<file path="src/rtl/cdb_arbiter.sv">
// Common-data-bus arbiter: one small result FIFO per functional unit, drained
// round-robin onto a registered broadcast port, one entry per cycle.
package cdb_pkg;
  typedef struct packed {
    logic [4:0]  label;
    logic [31:0] data;
  } cdbEntry_t;
endpackage

// Per-source result queue; storage is unreset, only control state resets.
module cdb_queue
  import cdb_pkg::*;
#(
  parameter int DEPTH = 2
) (
  input  logic      clk,
  input  logic      RST,
  input  logic      flush,
  input  logic      push,
  input  logic      pop,
  input  cdbEntry_t wrEntry,
  output logic      ready,
  output logic      nonEmpty,
  output cdbEntry_t head
);
  localparam int PW = (DEPTH > 1) ? $clog2(DEPTH) : 1;
  localparam int CW = PW + 1;

  cdbEntry_t mem [DEPTH];
  logic [PW-1:0] rdPtr, wrPtr;
  logic [CW-1:0] count;

  always_ff @(posedge clk or posedge RST) begin
    if (RST) begin
      rdPtr <= '0;
      wrPtr <= '0;
      count <= '0;
    end else if (flush) begin
      rdPtr <= '0;
      wrPtr <= '0;
      count <= '0;
    end else begin
      if (push) wrPtr <= wrPtr + 1'b1;
      if (pop)  rdPtr <= rdPtr + 1'b1;
      case ({push, pop})
        2'b10:   count <= count + 1'b1;
        2'b01:   count <= count - 1'b1;
        default: ;
      endcase
    end
  end

  always_ff @(posedge clk) begin
    if (push) mem[wrPtr] <= wrEntry;
  end

  // Ready comes from the registered count only, so a full queue popped this
  // cycle still reports not-ready until the next cycle.
  assign ready    = count < CW'(DEPTH);
  assign nonEmpty = count != '0;
  assign head     = mem[rdPtr];
endmodule

module cdb_arbiter
  import cdb_pkg::*;
#(
  parameter int DEPTH = 2
) (
  input  logic        clk,
  input  logic        RST,
  input  logic        Flush,
  input  logic        Src0Valid,
  input  logic [4:0]  Src0Label,
  input  logic [31:0] Src0Data,
  output logic        Src0Ready,
  input  logic        Src1Valid,
  input  logic [4:0]  Src1Label,
  input  logic [31:0] Src1Data,
  output logic        Src1Ready,
  input  logic        Src2Valid,
  input  logic [4:0]  Src2Label,
  input  logic [31:0] Src2Data,
  output logic        Src2Ready,
  output logic        BCEN,
  output logic [4:0]  BClabel,
  output logic [31:0] BCdata
);
  localparam int NUM_SRC = 3;

  logic [NUM_SRC-1:0] srcValid, srcReady, push, pop, nonEmpty;
  cdbEntry_t [NUM_SRC-1:0] srcEntry, head;
  logic [1:0] lastGrant, grantIdx, cand1, cand2;
  logic       grantVld;

  assign srcValid    = {Src2Valid, Src1Valid, Src0Valid};
  assign srcEntry[0] = '{label: Src0Label, data: Src0Data};
  assign srcEntry[1] = '{label: Src1Label, data: Src1Data};
  assign srcEntry[2] = '{label: Src2Label, data: Src2Data};
  assign {Src2Ready, Src1Ready, Src0Ready} = srcReady;

  function automatic logic [1:0] nextSrc(input logic [1:0] s);
    return (s == 2'd2) ? 2'd0 : s + 2'd1;
  endfunction

  always_comb begin
    cand1    = nextSrc(lastGrant);
    cand2    = nextSrc(cand1);
    grantVld = |nonEmpty;
    if (nonEmpty[cand1])      grantIdx = cand1;
    else if (nonEmpty[cand2]) grantIdx = cand2;
    else                      grantIdx = lastGrant;
  end

  generate
    for (genvar i = 0; i < NUM_SRC; i++) begin : gQueue
      // Tag 0 means "no producer" and is dropped at the door.
      assign push[i] = srcValid[i] && srcReady[i] && !Flush && (srcEntry[i].label != '0);
      assign pop[i]  = !Flush && grantVld && (grantIdx == 2'(i));

      cdb_queue #(.DEPTH(DEPTH)) uQueue (
        .clk      (clk),
        .RST      (RST),
        .flush    (Flush),
        .push     (push[i]),
        .pop      (pop[i]),
        .wrEntry  (srcEntry[i]),
        .ready    (srcReady[i]),
        .nonEmpty (nonEmpty[i]),
        .head     (head[i])
      );
    end
  endgenerate

  always_ff @(posedge clk or posedge RST) begin
    if (RST) begin
      lastGrant <= 2'd2;
      BCEN      <= 1'b0;
      BClabel   <= '0;
      BCdata    <= '0;
    end else if (Flush) begin
      lastGrant <= 2'd2;
      BCEN      <= 1'b0;
      BClabel   <= '0;
      BCdata    <= '0;
    end else if (grantVld) begin
      lastGrant <= grantIdx;
      BCEN      <= 1'b1;
      BClabel   <= head[grantIdx].label;
      BCdata    <= head[grantIdx].data;
    end else begin
      BCEN      <= 1'b0;
      BClabel   <= '0;
      BCdata    <= '0;
    end
  end
endmodule

</file>
<file path="config.mk">
export PLATFORM = sky130hd
export DESIGN_NAME = cdb_arbiter
export DESIGN_NICKNAME = d
export VERILOG_FILES = /design/src/rtl/cdb_arbiter.sv
export SDC_FILE = /design/constraint.sdc
export NUM_CORES = 1
export LEC_CHECK = 0
export CAP_MARGIN = 20
export CORE_ASPECT_RATIO = 1.2
export CORE_UTILIZATION = 45
export DETAILED_ROUTE_END_ITERATION = 10
export PLACE_DENSITY = 0.68
export SYNTH_ARGS = -nofsm -noshare
export SYNTH_HDL_FRONTEND = slang
export SYNTH_SLANG_ARGS = --single-unit
</file>
<file path="constraint.sdc">
create_clock -name clk -period 9.8 [get_ports clk]
set_input_delay 0.98 -clock clk [delete_from_list [all_inputs] [get_ports clk]]
set_output_delay 0.98 -clock clk [all_outputs]
set_load 0.005 [all_outputs]
</file>
Word level (Yosys, flattened, before mapping)
Memories as Yosys holds them, arrays and structs flattened.
Cells that the tools add are included.
- reductions and logical operators: 32
- $lt $le $gt $ge: 6
- muxes and demuxes: 42
- eq/ne operators: 10
- add/subtract/negate cells: 14
- operators with widths (cell ; count):
    37-bit binary-select mux with 2-bit select ; 1
    32-bit 2-to-1 mux ; 2
    37-bit 2-to-1 mux ; 1
    1-bit 2-to-1 mux ; 22
    2-bit nonzero test ; 10
    2-bit 2-to-1 mux ; 9
    5-bit nonzero test ; 3
    1-bit logical AND ; 13
    2-bit == test, second input constant ; 6
    2-bit one-hot mux with 2 select lines ; 3
    2-bit by 1-bit adder with 2-bit output, second input constant ; 5
    5-bit 2-to-1 mux ; 2
    2-bit by 3-bit less-than comparator with 1-bit output, second input constant ; 3
    3-bit nonzero test ; 3
    2-bit by 1-bit == test with 1-bit output, second input constant ; 4
    1-bit adder, second input constant ; 6
    2-bit less-than comparator, second input constant ; 3
    2-bit by 1-bit subtractor with 2-bit output, second input constant ; 3
    1-bit binary-select mux with 2-bit select ; 2
    3-bit OR reduction ; 1
    2-bit logical NOT ; 1
    1-bit logical NOT ; 1
- input port bits: 117
- bits in writable memories: 222
- logic and storage cells: 120
- output and inout bits: 41
- memories: 3
- flip-flop bits (word level): 52
- memory list (name ; words ; width ; read ports ; clocked after memory_dff ; write ports ; line ; RTL):
    gQueue[0].uQueue.mem ; 2 ; 37 ; 1 ; 0 ; 1 ; 29 ; cdbEntry_t mem [DEPTH];
    gQueue[1].uQueue.mem ; 2 ; 37 ; 1 ; 0 ; 1 ; 29 ;
    gQueue[2].uQueue.mem ; 2 ; 37 ; 1 ; 0 ; 1 ; 29 ;

Logic depth before layout (Yosys ltp)
- depth in word-level cells: 13
- mapped depth: 7
- mapped depth without buffers: 4

By module
From an unflattened synthesis, not the netlist that was laid out.
- cells, all modules: 577
- area total of the unflattened synthesis: 10866.7 µm²
- modules (own cells, without submodules) (module ; seq. area each (µm²) ; instances ; area each (µm²) ; cells an instance):
    cdb_queue ; 2322.2 ; 3 ; 2969.1 ; 137
    cdb_arbiter ; 1002.2 ; 1 ; 1959.4 ; 166

Least setup slack after synthesis
Ideal clock, no wire load.
- path type: input -> register
- start: input port Flush
- end: memory gQueue[0].uQueue.mem[1][0] in the netlist's numbering (enable)
- setup slack: 5.191 ns
- library setup time: 0.485 ns
- stages on the path: 3
- required time: 9.315 ns
- path buffers: 2
- data arrival time: 4.124 ns
- cell sequence: clkbuf_1 > clkbuf_1 > nor3b_1
- word-level cells in the longest chain between the ends: 5
- ends and longest elaborated chain (item ; line ; RTL):
    start, declared ; 71 ; input logic Flush,
    1-bit logical NOT ; 117 ; assign push[i] = srcValid[i] && srcReady[i] && !Flush && (srcEntry[i].label != '0);
    1-bit logical AND (2 in series) ; 117 ;
    1-bit 2-to-1 mux ; 54 ; if (push) mem[wrPtr] <= wrEntry;
    1-bit 2-to-1 mux (not written as such) ; 54 ;
    end, declared ; 29 ;
Every way passes these cells.

Final worst setup path
- start: input port Src0Label[0]
- end: memory gQueue[0].uQueue.mem[1][23] in the netlist's numbering (enable)
- word-level cells in the longest chain between the ends: 4
- ends and longest elaborated chain (item ; line ; RTL):
    start, declared ; 73 ; input logic [4:0] Src0Label,
    5-bit nonzero test ; 117 ;
    1-bit logical AND ; 117 ;
    1-bit 2-to-1 mux ; 54 ;
    1-bit 2-to-1 mux (not written as such) ; 54 ;
Every way passes these cells.

==> flow_metrics.py <==
metrics = {
    "synthesis": {
        "synth_top_family_by_area": "multiplexers",
        "synth-xor-area-share_pct": 0.6335,
        "ys_seq_area_share_pct": 76.13,
        "synthArstFlopShare_pct": 18.98,
        "synthSimpleGateAreaFrac_pct": 3.443,
        "syn-instance-count": 576,
        "synth_ff_type": "edfxtp_1",
        "yosys-mux-area-fraction_pct": 11.25,
        "synth_edf_count": 222,
        "synthesis.nets": 693,
        "synth_cell_types": 47,
        "synth_compound_area_share_pct": 6.216,
        "synth.ff_latch_count": 274,
        "syn_avg_cell_area_um2": 18.17,
        "synth_area_um2": 10470,
        "yosys_warnings": 0,
        "synth_adder_area_share_pct": 0,
    },
    "clocking": {
        "clk_pin_slew_ps": 60,
        "clockBufferDepth": 3,
        "root_buffer": "clkbuf_16",
        "numCtsBuffers": 26,
        "clk_latency_ps": 520,
        "cts-resized-gates": 0,
        "cts_setup_buffers": 0,
        "hold_buffers": 0,
        "cts.sinks": 274,
        "cts_tree": "yes",
        "h-tree-depth": 1,
    },
    "die": {
        "fp.dieW_um": 141.2,
        "dieArea_um2": 23880,
        "coreArea_um2": 22600,
        "start_util_pct": 46.32,
        "die_y_um": 169.1,
        "num_rows": 60,
        "io_pins": 158,
    },
    "detailed_routing": {
        "met1_length_um": 9222,
        "wl_met2_um": 12350,
        "routed_via_density": 5.460,
        "routed_wl_um": 23410,
        "top_layer": "met4",
        "wl_met3_um": 1369,
        "drtAntennaViolNets": 0,
        "vias": 5869,
        "drtIter0Drc": 505,
        "post_drt_wl_per_cell_um": 21.78,
        "drt_first_pass_iters": 8,
        "drcViolationCount": 0,
    },
    "status": {
        "outcome": "complete, no violations",
    },
    "global_routing": {
        "antenna_found_initial": 3,
        "grt_pass1_wl_um": 35290,
        "grt_start_max_net_pins": 53,
        "first_global_vias": 6279,
        "grt-ovfl-total": 0,
        "grt.total_usage_pct": 19.85,
    },
    "cells_and_area": {
        "multi_input_area_um2": 2318,
        "seq_area_um2": 7973,
        "post-route-util_pct": 59.22,
        "drive_gt1_share_pct": 15.49,
        "nFillCells": 1653,
        "nets": 859,
        "syn2layout_area_growth_pct": 27.85,
    },
    "timing": {
        "period_needed_ps": 2760,
        "fmax_mhz": 362.3,
        "tns_ps": 0,
        "drv_slew": 0,
        "rsz0062_at_grt": "false",
        "maxSlewHeadroom_pct": 23.91,
        "skew_ps": 7.602,
        "setup_viol": 0,
        "finalHoldViolCount": 0,
        "fin_crit_sh_pct": 28.17,
        "worst_pin_slew_ps": 1140,
    },
    "place": {
        "place_congestion": 0.7831,
        "io_buffers": 157,
        "hpwlAfterDp_um": 14660,
    },
    "power_and_ir_drop": {
        "peakVddDrop_mv": 0.1489,
        "power_density_nw_per_um2": 263.6,
        "finalPower_mw": 3.527,
        "leakage_nw": 4.507,
    },
    "worst_setup_path": {
        "crit_fanout": 22,
        "required_ps": 10040,
        "cp_cell_sequence": "clkdlybuf4s50_1, or4_1, o211ai_1, nor3b_2, buf_4",
        "slowest_stage": "o211ai_1",
        "crit_type": "primary input to flip-flop",
        "cp.arrival_ps": 3000,
        "cp-start-kind": "primary input",
        "cpPeakStageDelay_ps": 580,
        "endpoint_kind": "flip-flop",
    },
    "worst_hold_path": {
        "hold_class": "flip-flop to flip-flop",
    },
    "job": {
        "maxCapViolCount": 0,
    },
}
## critical path: cells and delay by family
family	cells	cell delay (ps)
AOI/OAI and AO/OA	1	580
and+or+nand+nor	2	670
buffers and inverters	2	750
## kinds of logic after synthesis
logic type | Yosys count
AND/OR/NAND/NOR | 66
multiplexers | 113
AO/OA/AOI/OAI | 73
buffers and inverters | 44
XOR/XNOR | 6
flip-flops | 274
## through the flow
| stage | setup slack (ps) | hold WS (ps) | instance area (um2) | instances |
|---|---|---|---|---|
| CTS | 6753 | 610.6 | 13290 | 1069 |
| detailed placement | 6183 | 586.8 | 12410 | 1021 |
| finish | 7040 | 603.1 | 13380 | 1075 |
| global route | 6931 | 641.9 | 13380 | 1075 |
| global placement | 6100 | 557.0 | 12380 | 1020 |
| floorplan | 5191 | 519.3 | 10470 | 576 |
## sequential cells by signal, summed over array words and instances (netlist names)
name                 count
gQueue.uQueue.wrPtr      3
gQueue.uQueue.mem      222
BClabel                  5
BCEN                     1
gQueue.uQueue.rdPtr      3
lastGrant                2
BCdata                  32
gQueue.uQueue.count      6
## synth_stat cells (3+ instances only)
cell type	instances	share of area (%)
a21oi_1	6	0.29
a222oi_1	37	3.5
buf_2	14	0.67
buf_6	7	0.75
clkbuf_1	11	0.39
dfrtp_1	51	12
edfxtp_1	222	64
inv_1	7	0.25
mux2_2	37	4.0
mux2i_1	76	7.3
nand3_1	37	1.8
nor2_1	7	0.25
nor3_1	4	0.19
nor3b_1	3	0.22
o21ai_0	8	0.38
o31a_1	3	0.25
or3_1	4	0.24
or4_1	4	0.29
xor2_1	3	0.25
## layer usage
metal  vias up  track usage, %
met5         -               0
met4         0           6.522
met3        32           2.999
met2       203           34.83
met1      2980           25.19
li1       2654               -
## power by group
group / switching, mW / leakage (nW) / internal, mW
sequential: 0.122 / 2.70 / 1.41
combinational: 0.496 / 1.37 / 0.488
clock: 0.413 / 0.431 / 0.599
## layout by cell type (no fill, tap or decap), drive strengths merged, types with 4 or more instances in the layout
cell	instances
buf	18
clkdlybuf4s50	157
or3	4
a21oi	7
nor2	8
clkbuf	35
edfxtp	222
inv	8
nor3	4
or4	4
a222oi	37
dfrtp	51
o21ai	11
mux2i	76
nand3	37
clkinv	8
mux2	37
## area by class of cell
class                           count  share of cell area, %
Antenna cell                        3                0.05610
Clock buffer                       35                  5.722
Clock inverter                     13                 0.8788
Inverter                            7                 0.1963
Multi-Input combinational cell    258                  17.32
Sequential cell                   274                  59.57
Tap cell                          310                  2.898
Timing Repair Buffer              175                  13.35
## path summary, 6_finish.rpt
path                       cells after the start                     endpoint                   startpoint  slack [ps]
setup / recovery                               5  gQueue[0].uQueue.mem[1][23]                 Src0Label[0]        7040
hold / removal                                 2                   BCdata[25]  gQueue[1].uQueue.mem[0][25]         600
setup reg to reg                               4                   BCdata[29]    gQueue[0].uQueue.count[1]        7330
hold reg to reg                                2                   BCdata[25]  gQueue[1].uQueue.mem[0][25]         600
max in group asynchronous                      3       gQueue[0].uQueue.rdPtr                          RST        8230
min in group asynchronous                      3                   BCdata[26]                          RST        1010
Note: power is estimated with default switching activity, not from simulation.
